### config.mk
export PLATFORM = sky130hd
export DESIGN_NAME = pipe_hazard_ctrl
export DESIGN_NICKNAME = d
export VERILOG_FILES = /design/src/rtl/pipe_ctrl_pkg.sv /design/src/rtl/muldiv_busy_timer.sv /design/src/rtl/pipe_hazard_ctrl.sv
export SDC_FILE = /design/constraint.sdc
export NUM_CORES = 1
export LEC_CHECK = 0
export ABC_AREA = 1
export ABC_CLOCK_PERIOD_IN_PS = 3000
export BUFFER_PORTS_ARGS = -buffer_cell sky130_fd_sc_hd__buf_2
export CAP_MARGIN = 30
export CORE_MARGIN = 3
export CORE_UTILIZATION = 40
export DETAILED_ROUTE_END_ITERATION = 12
export PLACE_DENSITY = 0.74
export SLEW_MARGIN = 20
export SYNTH_ARGS = -nofsm -noshare
export SYNTH_HDL_FRONTEND = slang
export SYNTH_SLANG_ARGS = --single-unit
export TNS_END_PERCENT = 50
### constraint.sdc
create_clock -name CLK -period 3 [get_ports CLK]
set_input_delay 0.15 -clock CLK [delete_from_list [all_inputs] [get_ports CLK]]
set_output_delay 0.15 -clock CLK [all_outputs]
set_load 0.01 [all_outputs]
### src/rtl/pipe_ctrl_pkg.sv
//==============================================================================
// Module   : pipe_ctrl_pkg
// Brief    : Shared types, constants and helpers for the pipeline hazard control
// Revision : 1.0 - initial release
//==============================================================================
`default_nettype none

package pipe_ctrl_pkg;

    localparam logic [1:0] FWD_RF = 2'b00;
    localparam logic [1:0] FWD_W  = 2'b01;
    localparam logic [1:0] FWD_M  = 2'b10;

    localparam int DEF_MULDIV_CYCLES = 32;

    typedef enum logic [0:0] {
        RUN  = 1'b0,
        BUSY = 1'b1
    } md_state_t;

    // A destination matches a source only when it is written and is not $zero.
    function automatic logic reg_hit(input logic [4:0] dst, input logic we,
                                     input logic [4:0] src);
        return we && (dst != 5'd0) && (dst == src);
    endfunction

endpackage

`default_nettype wire

### src/rtl/muldiv_busy_timer.sv
//==============================================================================
// Module   : muldiv_busy_timer
// Brief    : RUN/BUSY tracker for the multi-cycle mult/div unit
// Revision : 1.0 - initial release
//==============================================================================
`default_nettype none

module muldiv_busy_timer
    import pipe_ctrl_pkg::*;
#(
    parameter int MULDIV_CYCLES = DEF_MULDIV_CYCLES
) (
    input  logic clk,
    input  logic rst_n,
    input  logic md_start,
    output logic md_busy
);

    localparam int             CW     = $clog2(MULDIV_CYCLES);
    localparam logic [CW-1:0]  C_LOAD = CW'(MULDIV_CYCLES - 1);

    md_state_t       r_state;
    md_state_t       w_state_next;
    logic [CW-1:0]   r_count;
    logic [CW-1:0]   w_count_next;

    always_ff @(posedge clk) begin
        if (!rst_n) begin
            r_state <= RUN;
            r_count <= '0;
        end else begin
            r_state <= w_state_next;
            r_count <= w_count_next;
        end
    end

    // Count holds MULDIV_CYCLES-1..0 while BUSY, giving exactly MULDIV_CYCLES busy cycles.
    always_comb begin
        w_state_next = r_state;
        w_count_next = r_count;
        case (r_state)
            RUN: begin
                if (md_start) begin
                    w_state_next = BUSY;
                    w_count_next = C_LOAD;
                end
            end
            BUSY: begin
                if (r_count == '0) begin
                    w_state_next = RUN;
                end else begin
                    w_count_next = r_count - 1'b1;
                end
            end
            default: begin
                w_state_next = RUN;
                w_count_next = '0;
            end
        endcase
    end

    assign md_busy = (r_state == BUSY);

    a_no_start_in_busy : assert property (@(posedge clk) disable iff (!rst_n)
        !((r_state == BUSY) && md_start));

endmodule

`default_nettype wire

### src/rtl/pipe_hazard_ctrl.sv
//==============================================================================
// Module   : pipe_hazard_ctrl
// Brief    : Stall/flush/forwarding control for the 5-stage pipeline
// Revision : 1.0 - initial release
//==============================================================================
`default_nettype none

module pipe_hazard_ctrl
    import pipe_ctrl_pkg::*;
#(
    parameter int MULDIV_CYCLES = DEF_MULDIV_CYCLES,
    parameter int CNT_W         = 32
) (
    input  logic             CLK,
    input  logic             RST_N,
    input  logic [4:0]       rsD,
    input  logic [4:0]       rtD,
    input  logic [4:0]       rsE,
    input  logic [4:0]       rtE,
    input  logic [4:0]       writeRegE,
    input  logic [4:0]       writeRegM,
    input  logic [4:0]       writeRegW,
    input  logic             regWriteE,
    input  logic             regWriteM,
    input  logic             regWriteW,
    input  logic             memToRegE,
    input  logic             memToRegM,
    input  logic             branchD,
    input  logic             branchTakenD,
    input  logic             jumpD,
    input  logic             mdStartE,
    input  logic             mdUseD,
    output logic             stallF,
    output logic             stallD,
    output logic             flushD,
    output logic             flushE,
    output logic             fwdAD,
    output logic             fwdBD,
    output logic [1:0]       fwdAE,
    output logic [1:0]       fwdBE,
    output logic             mdBusy,
    output logic [CNT_W-1:0] stallCnt,
    output logic [CNT_W-1:0] flushCnt
);

    logic w_lw_stall;
    logic w_br_stall;
    logic w_md_stall;
    logic w_stall;
    logic w_flush_d;
    logic [CNT_W-1:0] r_stall_cnt;
    logic [CNT_W-1:0] r_flush_cnt;

    muldiv_busy_timer #(
        .MULDIV_CYCLES (MULDIV_CYCLES)
    ) u_md_timer (
        .clk      (CLK),
        .rst_n    (RST_N),
        .md_start (mdStartE),
        .md_busy  (mdBusy)
    );

    // MEM result is newer than WB, so it takes priority.
    always_comb begin
        fwdAE = FWD_RF;
        fwdBE = FWD_RF;
        if (reg_hit(writeRegM, regWriteM, rsE))      fwdAE = FWD_M;
        else if (reg_hit(writeRegW, regWriteW, rsE)) fwdAE = FWD_W;
        if (reg_hit(writeRegM, regWriteM, rtE))      fwdBE = FWD_M;
        else if (reg_hit(writeRegW, regWriteW, rtE)) fwdBE = FWD_W;
    end

    assign fwdAD = reg_hit(writeRegM, regWriteM, rsD);
    assign fwdBD = reg_hit(writeRegM, regWriteM, rtD);

    assign w_lw_stall = memToRegE &&
        (reg_hit(writeRegE, regWriteE, rsD) || reg_hit(writeRegE, regWriteE, rtD));
    assign w_br_stall = branchD &&
        (reg_hit(writeRegE, regWriteE, rsD) || reg_hit(writeRegE, regWriteE, rtD) ||
         (memToRegM && (reg_hit(writeRegM, regWriteM, rsD) ||
                        reg_hit(writeRegM, regWriteM, rtD))));
    assign w_md_stall = mdUseD && (mdBusy || mdStartE);

    assign w_stall   = w_lw_stall || w_br_stall || w_md_stall;
    // A stalled redirect is suppressed; it is seen again once the stall releases.
    assign w_flush_d = (branchTakenD || jumpD) && !w_stall;

    assign stallF = w_stall;
    assign stallD = w_stall;
    assign flushE = w_stall;
    assign flushD = w_flush_d;

    always_ff @(posedge CLK) begin
        if (!RST_N) begin
            r_stall_cnt <= '0;
            r_flush_cnt <= '0;
        end else begin
            if (w_stall && (r_stall_cnt != '1))   r_stall_cnt <= r_stall_cnt + 1'b1;
            if (w_flush_d && (r_flush_cnt != '1)) r_flush_cnt <= r_flush_cnt + 1'b1;
        end
    end

    assign stallCnt = r_stall_cnt;
    assign flushCnt = r_flush_cnt;

endmodule

`default_nettype wire

==> qor.txt <==
====================================================================================
Share of flip-flops with an asynchronous set or reset .................           0%
Distinct cells, synth .................................................           41
Fraction of layout instances using a drive strength above 1 ...........        18.9%
Flops & latches, synth ................................................           70
Die width .............................................................       119 um
Weighted congestion at the end of routability-driven global placement .        0.945
Total die area ........................................................  14200 sq um
Final ANT Viol Nets ...................................................            0
Most common flop cell mapped by yosys ................................. sky130_fd_sc_hd__dfxtp_1
Number of enable-type register cells in the synthesized netlist .......            0
CTS tree ..............................................................        built
Htree depth ...........................................................            3
Worst setup slack after placement .....................................       792 ps
Placeable core region .................................................  12300 sq um
Setup ws final ........................................................       807 ps
Grt total ovfl ........................................................            0
Crit-path cells ....................................................... ha_1 > nand2_2 > nor2_4 > nand4_4 > nor2_4 > nand4_4 > nor2_4 > inv_4 > nand4_4 > nand2_1 > nand2_1 > nor2_1
Share of power burned in the clock network ............................        40.6%
Vias in the first global route ........................................         4855
Worst setup EP type ...................................................    flip-flop
Cell at the root of the clock tree .................................... sky130_fd_sc_hd__clkbuf_16
Min Clock Period, post-route ..........................................      2190 ps
Total Nets Final ......................................................          955
Worst flop-to-flop path startpoint ....................................  flushCnt[0]
Setup crit start ......................................................  flushCnt[0]
Initial antenna violation count .......................................            0
Total negative slack for setup checks .................................         0 ps
Part of the cycle the worst path needs ................................        73.1%
Maximum clock skew at final layout ....................................      6.58 ps
Number of warning messages in the yosys log ...........................            0
Arr. time, crit path ..................................................      2400 ps
Kind of start point of the critical path ..............................    flip-flop
Clock tree sinks ......................................................           70
Detail-routed via count per cell ......................................         4.89
Achievable frequency ..................................................      456 MHz
Vertical extent of the die ............................................       119 um
Share of synthesized area occupied by flip-flops and latches ..........        27.3%
Switching part of the total power .....................................        29.5%
Top fanout value on the critical path .................................           30
Leakage power summed over all cells ...................................      2.79 nW
Final-report max-slew violation count .................................            0
Post-cts resize count .................................................            0
Sequential group share of total power .................................        42.1%
Buffers added on ports ................................................          121
Worst hold path class ................................................. primary input to flip-flop
Final total power .....................................................      2.42 mW
HPWL after DPL ........................................................      10.6 mm
Clock slew seen by the registers of the worst setup and hold paths ....        60 ps
Combinational power share .............................................        17.3%
Net count after synthesis .............................................          849
Cell area after technology mapping ....................................   5130 sq um
Hold path startpoint ..................................................     mdStartE
Total CTS buffers .....................................................            9
Peak supply drop ......................................................     0.260 mV
Max-capacitance violation count .......................................            0
Wire per inst .........................................................      12.8 um
Worst-path cell with the longest stage delay .......................... sky130_fd_sc_hd__dfxtp_1
Unrepaired setup endpoints after global routing .......................           no
Pin count of the biggest net entering global routing ..................           43
GRT Total Usage .......................................................        19.4%
Sw Pwr ................................................................       714 uW
Outcome ............................................................... finished clean
# DRC .................................................................            0
Post-CTS setup-driven buffer insertion count ..........................            0
Total buffers and inverters traversed by the critical path ............            1
Initial detailed-routing violation count ..............................          363
Detailed-route via count ..............................................         5265
Dominant delay contributor by cell family on the critical path ........ simple AND/OR/NAND/NOR gates
Fin area ..............................................................   6060 sq um
Number of endpoints with negative hold slack in the final report ......            0
Slowest cell delay on critical path ...................................       380 ps
Hold-fix buffers at CTS ...............................................            0
First-pass iteration count of the detailed router .....................            5
Crit path required time ...............................................      3210 ps
Crit path kind ........................................................ flip-flop to flip-flop
Worst-Margin Slew .....................................................       708 ps
Max_slew headroom .....................................................        52.8%
Detailed-route wire length ............................................      13.8 mm
Buffers from clock root to sink, at most ..............................            2
Int Power .............................................................      1.71 mW
Worst-skew pair later-pin latency .....................................       340 ps
Finish-stage setup viols ..............................................            0
Cells after synthesis .................................................          798
Number of rows created at floorplan ...................................           40
Starting density of the core ..........................................        41.9%
Syn Area/Cell .........................................................   6.43 sq um
Num ports .............................................................          122
Number of antenna repair diodes .......................................            0
First-pass GRT wire length ............................................      23.0 mm
Placed instance area ..................................................   5790 sq um
Area growth syn-to-layout .............................................        18.1%
Power Dens Cells ......................................................  400 nW/um^2
====================================================================================
==> routing by layer <==
layer | wire, um | vias up | global-route usage, %
met5 | 0 | - | 0
met4 | 255 | 0 | 5.23
met3 | 647 | 23 | 5.13
met2 | 6470 | 139 | 31.9
met1 | 6440 | 2367 | 25.3
li1 | - | 2736 | -
==> cell type report <==
type	instances	area, sq um
fill	1287	6200
multi-input combinational	595	3160
sequential	70	1400
timing repair buffer	124	628
inverter	104	393
clock buffer	12	246
tap	168	210
clock inverter	4	22.5
==> cells in the final DEF (no fill, tap or decap), types with 5 or more instances in the layout <==
master,count
sky130_fd_sc_hd__a21oi_1,32
sky130_fd_sc_hd__buf_2,121
sky130_fd_sc_hd__clkbuf_16,9
sky130_fd_sc_hd__dfxtp_1,70
sky130_fd_sc_hd__inv_1,96
sky130_fd_sc_hd__inv_2,6
sky130_fd_sc_hd__nand2_1,190
sky130_fd_sc_hd__nand2_2,5
sky130_fd_sc_hd__nand3_1,51
sky130_fd_sc_hd__nand4_1,32
sky130_fd_sc_hd__nor2_1,118
sky130_fd_sc_hd__nor3_1,19
sky130_fd_sc_hd__nor4_1,9
sky130_fd_sc_hd__o21ai_0,10
sky130_fd_sc_hd__o21ai_1,6
sky130_fd_sc_hd__xnor2_1,20
sky130_fd_sc_hd__xor2_1,60
==> cell usage after synthesis, drive strengths merged, types with 2 or more instances <==
cell / n / share of area [%]
o21bai: 3 / 0.44
nand3: 53 / 5.4
xor2: 60 / 10
o31ai: 2 / 0.29
a21oi: 33 / 3.3
nor3: 21 / 2.2
nand3b: 2 / 0.29
or2: 5 / 0.61
a31oi: 4 / 0.49
nor4: 9 / 1.1
dfxtp: 70 / 27
nor2: 126 / 10
xnor2: 20 / 3.4
o21ai: 16 / 1.6
buf: 17 / 2.6
clkbuf: 12 / 0.88
inv: 103 / 7.6
nand4: 35 / 5.1
nand2: 198 / 16
ha: 4 / 0.97
==> flip-flops by register name, indices dropped and copies added (netlist names) <==
signal,count
flushCnt,32
stallCnt,32
u_md_timer.r_count,5
u_md_timer.md_busy,1
==> stage by stage <==
step	hold WS (ps)	util, %	cells
after floorplan	343	-	798
after global placement	466	47.2	1061
after detailed placement	474	47.2	1061
after CTS	185	49.4	1077
after global routing	224	49.4	1077
final	201	49.4	1077
==> worst min-delay path, delay by kind of cell <==
kind | cells | cell delay, ps
buffers and inverters | 1 | 90
AO/OA/AOI/OAI | 2 | 250
==> cells by family (layout without fill, tap and decap cells) <==
family	Yosys count	count (layout)	synth area share, %
DFF	70	70	27.3
AOI/OAI and AO/OA	60	60	6.41
xor gates and xnor gates	80	80	13.6
adders and majority gates	4	4	0.975
buffers and inverters	133	244	11.2
and+or+nand+nor	451	451	40.5
==> path summary, 6_finish.rpt <==
check | cells past startpoint | to | slack [ps]
setup / recovery | 12 | flushCnt[21] | 810
hold / removal | 3 | u_md_timer.r_count[0] | 200
setup reg to reg | 12 | flushCnt[21] | 810
hold reg to reg | 2 | u_md_timer.r_count[4] | 480
==> power by group through the flow <==
stage / combinational [mW] / sequential, mW / clock (mW)
after floorplan: 0.296 / 1.04 / 0
after global routing: 0.477 / 1.03 / 1.05
after global placement: 0.416 / 1.04 / 0
after CTS: 0.423 / 1.02 / 1.01
final: 0.420 / 1.02 / 0.983
after detailed placement: 0.422 / 1.04 / 0
Power figures use the tool's default switching activity.
